**src/rtl/pcie_arb_pkg.sv**
```systemverilog
// Shared types and defaults for the PCIe endpoint TX channel arbiter.
package pcie_arb_pkg;

  typedef enum logic [1:0] {
    IDLE  = 2'd0,
    GRANT = 2'd1,
    DRIVE = 2'd2,
    GAP   = 2'd3
  } arb_state_t;

  localparam int unsigned MAX_NUM_CHN   = 32'd16;
  localparam int unsigned DEF_START_TMO = 32'd16;
  localparam int unsigned DEF_GAP_CYC   = 32'd1;
  localparam int unsigned TMO_CNT_W     = 32'd8;
  localparam int unsigned GAP_CNT_W     = 32'd4;

  // Grant index width, never below one bit.
  function automatic int unsigned idx_width(input int unsigned n);
    return (n > 32'd1) ? $clog2(n) : 32'd1;
  endfunction

endpackage

```
**src/rtl/pcie_chn_rr_arb_chk.sv**
```systemverilog
// Grant-vector invariants of the channel arbiter.
module pcie_chn_rr_arb_chk
  import pcie_arb_pkg::*;
#(
  parameter int unsigned NUM_CHN = 32'd2
) (
  input logic               clk,
  input logic               rst,
  input logic [NUM_CHN-1:0] chn_trn,
  input arb_state_t         state_q
);

  logic past_valid_q;

  always_ff @(posedge clk) begin
    if (rst) begin
      past_valid_q <= 1'b0;
    end else begin
      past_valid_q <= 1'b1;
    end
  end

  a_trn_onehot0: assert property (@(posedge clk) disable iff (rst) $onehot0(chn_trn));

  a_trn_change: assert property (@(posedge clk) disable iff (rst)
    (past_valid_q && $changed(chn_trn)) |->
      (($past(state_q) == IDLE) && (state_q == GRANT)) ||
      (($past(state_q) inside {GRANT, DRIVE}) && (state_q != $past(state_q))));

endmodule

```
**src/rtl/rr_pick.sv**
```systemverilog
// Combinational circular priority encoder: first requester at or above rr_ptr.
module rr_pick
  import pcie_arb_pkg::*;
#(
  parameter int unsigned NUM_CHN = 32'd2,
  parameter int unsigned IDXW    = idx_width(NUM_CHN)
) (
  input  logic [NUM_CHN-1:0] req,
  input  logic [IDXW-1:0]    rr_ptr,
  output logic               valid,
  output logic [IDXW-1:0]    idx
);

  logic [2*NUM_CHN-1:0] dbl_req;
  logic [2*NUM_CHN-1:0] masked_req;

  assign dbl_req = {req, req};
  assign valid   = |req;

  // Lower copy is masked below rr_ptr; the upper copy supplies the wrap-around.
  always_comb begin
    masked_req = '0;
    for (int i = 0; i < int'(2 * NUM_CHN); i++) begin
      masked_req[i] = dbl_req[i] & ((i >= int'(NUM_CHN)) || (i >= int'(rr_ptr)));
    end
  end

  always_comb begin
    idx = '0;
    for (int i = int'(2 * NUM_CHN) - 1; i >= 0; i--) begin
      idx = masked_req[i] ? ((i >= int'(NUM_CHN)) ? IDXW'(i - int'(NUM_CHN)) : IDXW'(i)) : idx;
    end
  end

endmodule

```
**src/rtl/pcie_chn_rr_arb.sv**
```systemverilog
// Round-robin arbiter handing the single PCIe endpoint TX interface to one DMA channel
// at a time, with a start timeout and an inter-grant gap.
module pcie_chn_rr_arb
  import pcie_arb_pkg::*;
#(
  parameter int unsigned NUM_CHN   = 32'd2,
  parameter int unsigned IDXW      = idx_width(NUM_CHN),
  parameter int unsigned START_TMO = DEF_START_TMO,
  parameter int unsigned GAP_CYC   = DEF_GAP_CYC
) (
  input  logic               clk,
  input  logic               rst,
  input  logic [NUM_CHN-1:0] chn_reqep,
  input  logic [NUM_CHN-1:0] chn_drvn,
  output logic [NUM_CHN-1:0] chn_trn,
  output logic [IDXW-1:0]    chn_grant_idx,
  output logic               arb_busy,
  output logic               start_tmo
);

  localparam logic [TMO_CNT_W-1:0] TMO_LAST   = TMO_CNT_W'(START_TMO - 32'd1);
  localparam logic [GAP_CNT_W-1:0] GAP_LAST   = (GAP_CYC > 32'd0) ? GAP_CNT_W'(GAP_CYC - 32'd1) : '0;
  localparam logic [IDXW-1:0]      LAST_CHN   = IDXW'(NUM_CHN - 32'd1);
  localparam arb_state_t           EXIT_STATE = (GAP_CYC == 32'd0) ? IDLE : GAP;

  arb_state_t           state_q, state_d;
  logic [NUM_CHN-1:0]   trn_q, trn_d;
  logic [IDXW-1:0]      idx_q, idx_d;
  logic [IDXW-1:0]      rr_ptr_q, rr_ptr_d;
  logic                 busy_q, busy_d;
  logic                 tmo_q, tmo_d;
  logic [TMO_CNT_W-1:0] tmo_cnt_q, tmo_cnt_d;
  logic [GAP_CNT_W-1:0] gap_cnt_q, gap_cnt_d;

  logic            pick_valid;
  logic [IDXW-1:0] pick_idx;
  logic            any_drvn;
  logic            own_drvn;

  assign any_drvn = |chn_drvn;
  // idx_q always names the owner while in GRANT/DRIVE.
  assign own_drvn = chn_drvn[idx_q];

  rr_pick #(
    .NUM_CHN (NUM_CHN),
    .IDXW    (IDXW)
  ) u_rr_pick (
    .req    (chn_reqep),
    .rr_ptr (rr_ptr_q),
    .valid  (pick_valid),
    .idx    (pick_idx)
  );

  always_ff @(posedge clk) begin
    if (rst) begin
      state_q   <= IDLE;
      trn_q     <= '0;
      idx_q     <= '0;
      rr_ptr_q  <= '0;
      busy_q    <= 1'b0;
      tmo_q     <= 1'b0;
      tmo_cnt_q <= '0;
      gap_cnt_q <= '0;
    end else begin
      state_q   <= state_d;
      trn_q     <= trn_d;
      idx_q     <= idx_d;
      rr_ptr_q  <= rr_ptr_d;
      busy_q    <= busy_d;
      tmo_q     <= tmo_d;
      tmo_cnt_q <= tmo_cnt_d;
      gap_cnt_q <= gap_cnt_d;
    end
  end

  always_comb begin
    state_d = state_q;
    case (state_q)
      IDLE: begin
        if (pick_valid && !any_drvn) state_d = GRANT;
        else                         state_d = IDLE;
      end
      GRANT: begin
        if (own_drvn)                    state_d = DRIVE;
        else if (tmo_cnt_q == TMO_LAST) state_d = EXIT_STATE;
        else                             state_d = GRANT;
      end
      DRIVE: begin
        if (!own_drvn) state_d = EXIT_STATE;
        else           state_d = DRIVE;
      end
      GAP: begin
        if (gap_cnt_q == GAP_LAST) state_d = IDLE;
        else                       state_d = GAP;
      end
      default: state_d = IDLE;
    endcase
  end

  always_comb begin
    trn_d     = trn_q;
    idx_d     = idx_q;
    rr_ptr_d  = rr_ptr_q;
    tmo_d     = 1'b0;
    tmo_cnt_d = tmo_cnt_q;
    gap_cnt_d = gap_cnt_q;
    busy_d    = (state_d != IDLE);
    case (state_q)
      IDLE: begin
        if (state_d == GRANT) begin
          trn_d     = {{(NUM_CHN-1){1'b0}}, 1'b1} << pick_idx;
          idx_d     = pick_idx;
          rr_ptr_d  = (pick_idx == LAST_CHN) ? '0 : pick_idx + IDXW'(1);
          tmo_cnt_d = '0;
        end else begin
          trn_d = '0;
        end
      end
      GRANT: begin
        if (state_d == DRIVE) begin
          trn_d = trn_q;
        end else if (state_d == GRANT) begin
          tmo_cnt_d = (tmo_cnt_q == '1) ? tmo_cnt_q : tmo_cnt_q + 8'd1;
        end else begin
          trn_d     = '0;
          tmo_d     = 1'b1;
          gap_cnt_d = '0;
        end
      end
      DRIVE: begin
        if (state_d != DRIVE) begin
          trn_d     = '0;
          gap_cnt_d = '0;
        end else begin
          trn_d = trn_q;
        end
      end
      GAP: begin
        trn_d     = '0;
        gap_cnt_d = (gap_cnt_q == GAP_LAST) ? gap_cnt_q : gap_cnt_q + 4'd1;
      end
      default: trn_d = '0;
    endcase
  end

  assign chn_trn       = trn_q;
  assign chn_grant_idx = idx_q;
  assign arb_busy      = busy_q;
  assign start_tmo     = tmo_q;

  pcie_chn_rr_arb_chk #(
    .NUM_CHN (NUM_CHN)
  ) u_chk (
    .clk     (clk),
    .rst     (rst),
    .chn_trn (trn_q),
    .state_q (state_q)
  );

endmodule
```
**config.mk**
```make
export PLATFORM = sky130hd
export DESIGN_NAME = pcie_chn_rr_arb
export DESIGN_NICKNAME = d
export VERILOG_FILES = /design/src/rtl/pcie_arb_pkg.sv /design/src/rtl/pcie_chn_rr_arb_chk.sv /design/src/rtl/rr_pick.sv /design/src/rtl/pcie_chn_rr_arb.sv
export SDC_FILE = /design/constraint.sdc
export NUM_CORES = 1
export LEC_CHECK = 0
export CORE_AREA = 10 10 60 62
export CTS_BUF_LIST = sky130_fd_sc_hd__clkbuf_4
export DETAILED_ROUTE_END_ITERATION = 10
export DIE_AREA = 0 0 70 72
export PLACE_DENSITY = 0.73
export SYNTH_ARGS = -nofsm -noshare
export SYNTH_HDL_FRONTEND = slang
export SYNTH_SLANG_ARGS = --single-unit
```
**constraint.sdc**
```tcl
create_clock -name clk -period 5.2 [get_ports clk]
set_input_delay 1.04 -clock clk [delete_from_list [all_inputs] [get_ports clk]]
set_output_delay 1.04 -clock clk [all_outputs]
set_load 0.01 [all_outputs]
```
Word level (Yosys, flattened, before mapping)

Index checks and enable logic that the tools add are counted.

Bitwise operators: 2
Equal/unequal tests: 15
Shift-type cells: 1
Mux-type cells: 27
Reductions and logical operators: 14
Add/sub/neg operators: 3
Magnitude comparators: 2

Operator list:

| operator              | number |
|---|---|
| $mux W8               | 4 |
| $mux W4               | 4 |
| $ne A2 B2 Y1 const B  | 8 |
| $pmux W2 S4           | 2 |
| $pmux W8 S2           | 1 |
| $mux W2               | 7 |
| $pmux W4 S3           | 1 |
| $reduce_and A5 Y1     | 2 |
| $add A8 B1 Y8 const B | 1 |
| $eq A8 B4 Y1 const B  | 1 |
| $eq A8 B8 Y1 const B  | 1 |
| $mux W1               | 8 |
| $eq A2 B2 Y1 const B  | 3 |
| $add A4 B1 Y4 const B | 1 |
| $eq A2 B1 Y1 const B  | 2 |
| $logic_not A4 Y1      | 1 |
| $reduce_bool A2 Y1    | 2 |
| $reduce_or A2 Y1      | 2 |
| $reduce_and A3 Y1     | 1 |
| $reduce_bool A3 Y1    | 1 |
| $reduce_or A3 Y1      | 1 |
| $logic_not A2 Y1      | 1 |
| $lt A1 B2 Y1 const B  | 1 |
| $reduce_and A2 Y1     | 1 |
| other kinds (7)       | 7 |

Bits in registers: 20
Word-level logic and storage cells: 72
Input bits: 6
Output and inout bits: 5

Longest topological paths before layout

Depth in word-level cells: 9
Depth in mapped cells: 6
Gate-level depth less buffers: 6

Modules after synthesis

From an unflattened synthesis, not the netlist that was laid out.

Cell total of the unflattened synthesis: 118
Area total of the unflattened synthesis: 989.7 µm²

By module, submodules not included:

| module          | area an instance (µm²) | cells an instance | seq. area each (µm²) | instances |
|---|---|---|---|---|
| pcie_chn_rr_arb | 972.2                  | 115               | 400.4                | 1 |
| rr_pick         | 17.5                   | 3                 | 0.0                  | 1 |

Least setup slack after synthesis

No wires, ideal clock.

Kind: input port to flip-flop
Start point: in chn_drvn[0]
End point: reg tmo_cnt_q[1]
Path buffers: 1
Setup slack: 2.806 ns
Required time: 5.141 ns
Arrival: 2.335 ns
Setup time: 0.059 ns
Stages: 5
Path through: or4_4 > or2_1 > buf_6 > a2111oi_4 > a31o_1

Longest elaborated chain between the ends: 8
Elaborated cells between the ends (all ways): 15
Those cells by class: eq/ne: 5; mux: 6; reduce/logical: 4

RTL lines:

| element                                             | RTL line                                                               | RTL |
|---|---|---|
| start: declaration                                  | pcie_chn_rr_arb.sv:14                                                  | `input logic [NUM_CHN-1:0] chn_drvn,` |
| $reduce_or A2 Y1                                    | pcie_chn_rr_arb.sv:40                                                  | `assign any_drvn = \|chn_drvn;` |
| $logic_not A1 Y1                                    | pcie_chn_rr_arb.sv:80                                                  | `if (pick_valid && !any_drvn) state_d = GRANT;` |
| $logic_and A1 B1 Y1                                 | pcie_chn_rr_arb.sv:80                                                  |  |
| $mux W1                                             | pcie_chn_rr_arb.sv:80                                                  |  |
| $pmux W2 S4 *                                       | pcie_chn_rr_arb.sv:78                                                  | `case (state_q)` |
| $eq A2 B1 Y1 / $eq A2 B2 Y1 (equally long branches) | pcie_chn_rr_arb.sv:110, pcie_chn_rr_arb.sv:122, pcie_chn_rr_arb.sv:120 |  |
| $ne A2 B2 Y1 (no line)                              | n/a                                                                    |  |
| $reduce_and A5 Y1 (no line) *                       | n/a                                                                    |  |
| end signal: assignment                              | pcie_chn_rr_arb.sv:71                                                  | `tmo_cnt_q <= tmo_cnt_d;` |
| end: declaration                                    | pcie_chn_rr_arb.sv:32                                                  | `logic [TMO_CNT_W-1:0] tmo_cnt_q, tmo_cnt_d;` |

Every way passes the cells marked *; elsewhere a longest branch is shown, timed or not. The select of a mux whose other input is x is not followed.
A chain may end at the register's enable or synchronous reset.

Final worst setup path

Start point: in chn_drvn[1]
End point: reg tmo_cnt_q[5]

Same word-level chain as after synthesis.

==> run summary <==
Final HPWL DP: 1960 um
final setup fails: 0
IO Port Bufs: 10
largest net degree at the start of global routing: 20
crit end category: register
post-layout util: 0.528
ant diodes: 0
crit-path max FO: 12
Placer Congestion: 0.797
met2 wire len: 1270 um
Syn Area/Cell: 8.52 um2
RSZ-0062 raised after global routing: false
RR Endpoint: tmo_cnt_q[5]$_SDFFE_PP0P_
Residual DRC: 0
Bufs on Longest Clock Path: 2
worst path required time: 5.42 ns
Filler cells: 232
Fmax: 336 MHz
count of flip-flops with a built-in enable after synthesis: 0
synthesis-stage register bit count: 20
Worst VDD drop: 0.125 mV
vias per cell: 6.21
# Max-Cap Violations: 0
vias in the first global route: 962
Setup CP Type: in -> reg
worst hold path type: reg -> reg
first-pass detailed-route iteration total: 4
Hold Path End: chn_trn[0]$_SDFFE_PP0P_
H-tree depth: 1
Fin. Hold Viols: 0
Die Height: 72 um
Primary FF master, synth: dfxtp_1
Initial DRC Count: 89
Final nets: 152
worst slew pin tran: 0.836 ns
max layer used: met4
Max-Slew Margin vs Limit: 0.427
core area: 2430 um2
critical path launch point type: input pin
first-pass GRT wire length: 4530 um
Final Instance Count excl. Fillers: 171
via count: 1062
total gr overflow: 0
hold depth: 2
Post-Route WL: 2760 um
Routed WL per cell: 16.1 um
post-route ant nets: 0
Syn Std Cell Area: 1170 um2
wl on met1: 1300 um
reg2reg setup slack: 2.84 ns
Post-CTS Setup Bufs: 0
detailed route wirelength on metal3: 162 um
Seq/Total Area, Yosys: 0.343
outcome: completed
most frequent cells in the layout: dfxtp_1 (20), a21oi_1 (10), clkdlybuf4s50_1 (10), nand3_1 (9), o21ai_0 (8)
setup ws final: 2.22 ns
skew final: 0.00315 ns
worst skew pair latency: 0.30 ns
Synthesized Nets: 146
Static Leak: 0.405 nW
clock root cell: clkbuf_4
hold path startpoint: chn_trn[0]$_SDFFE_PP0P_
placed cell count: 168
Clock transition at path regs: 0.11 ns
launch point of the worst reg-to-reg path: state_q[0]$_SDFF_PP0_
part of the cycle the worst path needs: 0.572
# rows: 18
CTS tree: yes
pwr/cell area: 210 nW/um2
initial antenna violation count: 0
Post-Synthesis Cells: 137
Fin Setup TNS: 0 ns
TritonCTS Sinks: 20
effective utilization at floorplan: 0.480
Arrival @ worst endpoint: 3.20 ns
commonest non-fill, non-tap cell in the layout: dfxtp_1
Final Slew Violations: 0
GR Util All Layers: 0.104
Tmin final: 2.98 ns
layout cell share with drive strength beyond 1: 0.0709
post_cts resized: 0
DIE WIDTH: 70 um
area grow syn2layout: 9.97%
Post-CTS Hold Fix Bufs: 0
pre-CTS setup slack: 1.93 ns
Async SR Flop Fraction: 0
library cells used by synthesis: 45
Hold WS: 0.495 ns
die area: 5040 um2
Boundary Pins: 11
Warnings, synthesis: 0
cells on worst reg2reg path: 4
Num CTS Buffers: 3
## layer usage
layer | up-vias | global-route usage
met4 | 0 | 0.0373
li1 | 537 | -
met2 | 39 | 0.168
met1 | 482 | 0.133
met3 | 4 | 0.0245
met5 | - | 0
## cell usage after synthesis (3+ instances only)
master / instances / area share
a31oi_1: 5 / 0.027
nand2_1: 7 / 0.023
or3_1: 3 / 0.016
clkbuf_1: 6 / 0.019
or4_1: 3 / 0.019
dfxtp_1: 20 / 0.34
nand3_1: 9 / 0.039
nand4_1: 5 / 0.027
nor2_1: 5 / 0.016
ha_1: 3 / 0.032
o211ai_1: 6 / 0.039
a211oi_1: 3 / 0.019
inv_1: 6 / 0.019
o21ai_0: 8 / 0.034
a21oi_1: 10 / 0.043
## cell families (layout without fill, tap and decap cells)
family,Yosys count,after routing,synth area share
flip-flops,20,20,0.343
adder cells (fa/ha/maj),3,3,0.0322
XOR/XNOR,1,1,0.00750
AND/OR/NAND/NOR,48,48,0.240
AO/OA/AOI/OAI,47,47,0.294
buffers and inverters,15,19,0.0568
multiplexers,3,3,0.0268
## sequential cells by signal, indices dropped and copies added, names as in the netlist
| name | cells |
|---|---|
| chn_grant_idx | 1 |
| rr_ptr_q | 1 |
| arb_busy | 1 |
| gap_cnt_q | 4 |
| state_q | 2 |
| chn_trn | 2 |
| tmo_cnt_q | 8 |
| start_tmo | 1 |
## metrics by stage
step | power (mW) | area [um2]
finish | 0.269 | 1280
global route | 0.283 | 1280
CTS | 0.272 | 1280
detailed placement | 0.200 | 1260
global placement | 0.199 | 1260
floorplan | 0.188 | 1170
## power by group
group | total, mW | leakage, nW | switching (mW) | internal [mW]
Clock | 0.0728 | 0.0138 | 0.0458 | 0.0270
Sequential | 0.160 | 0.162 | 0.00363 | 0.157
Combinational | 0.0363 | 0.230 | 0.0211 | 0.0152
Total | 0.269 | 0.405 | 0.0705 | 0.199
## area by class of cell
class                      instances  area, um2  area share
sequential                        20        400       0.312
multi-input combinational        102        701       0.546
inverter                           6       22.5      0.0175
clock buffer                       3       22.5      0.0175
timing repair buffer              10        100      0.0780
tap                               30       37.5      0.0292
## worst max-delay path by stage
| stage | from | end | depth (start not counted) |
|---|---|---|---|
| floorplan | chn_drvn[0] | tmo_cnt_q[1]$_SDFFE_PP0P_ | 5 |
| global route | chn_drvn[1] | tmo_cnt_q[5]$_SDFFE_PP0P_ | 5 |
| CTS | chn_drvn[1] | tmo_cnt_q[5]$_SDFFE_PP0P_ | 5 |
| global placement | chn_drvn[1] | tmo_cnt_q[5]$_SDFFE_PP0P_ | 5 |
| detailed placement | chn_drvn[1] | tmo_cnt_q[5]$_SDFFE_PP0P_ | 5 |
| finish | chn_drvn[1] | tmo_cnt_q[5]$_SDFFE_PP0P_ | 5 |
## worst max-delay path, stage by stage
cell and delay [ns]:
clkdlybuf4s50_1 0.43, mux2i_1 0.68, nand2_1 0.41, or3_1 0.47, a31oi_1 0.17
Note: power is estimated with default switching activity, not from simulation.
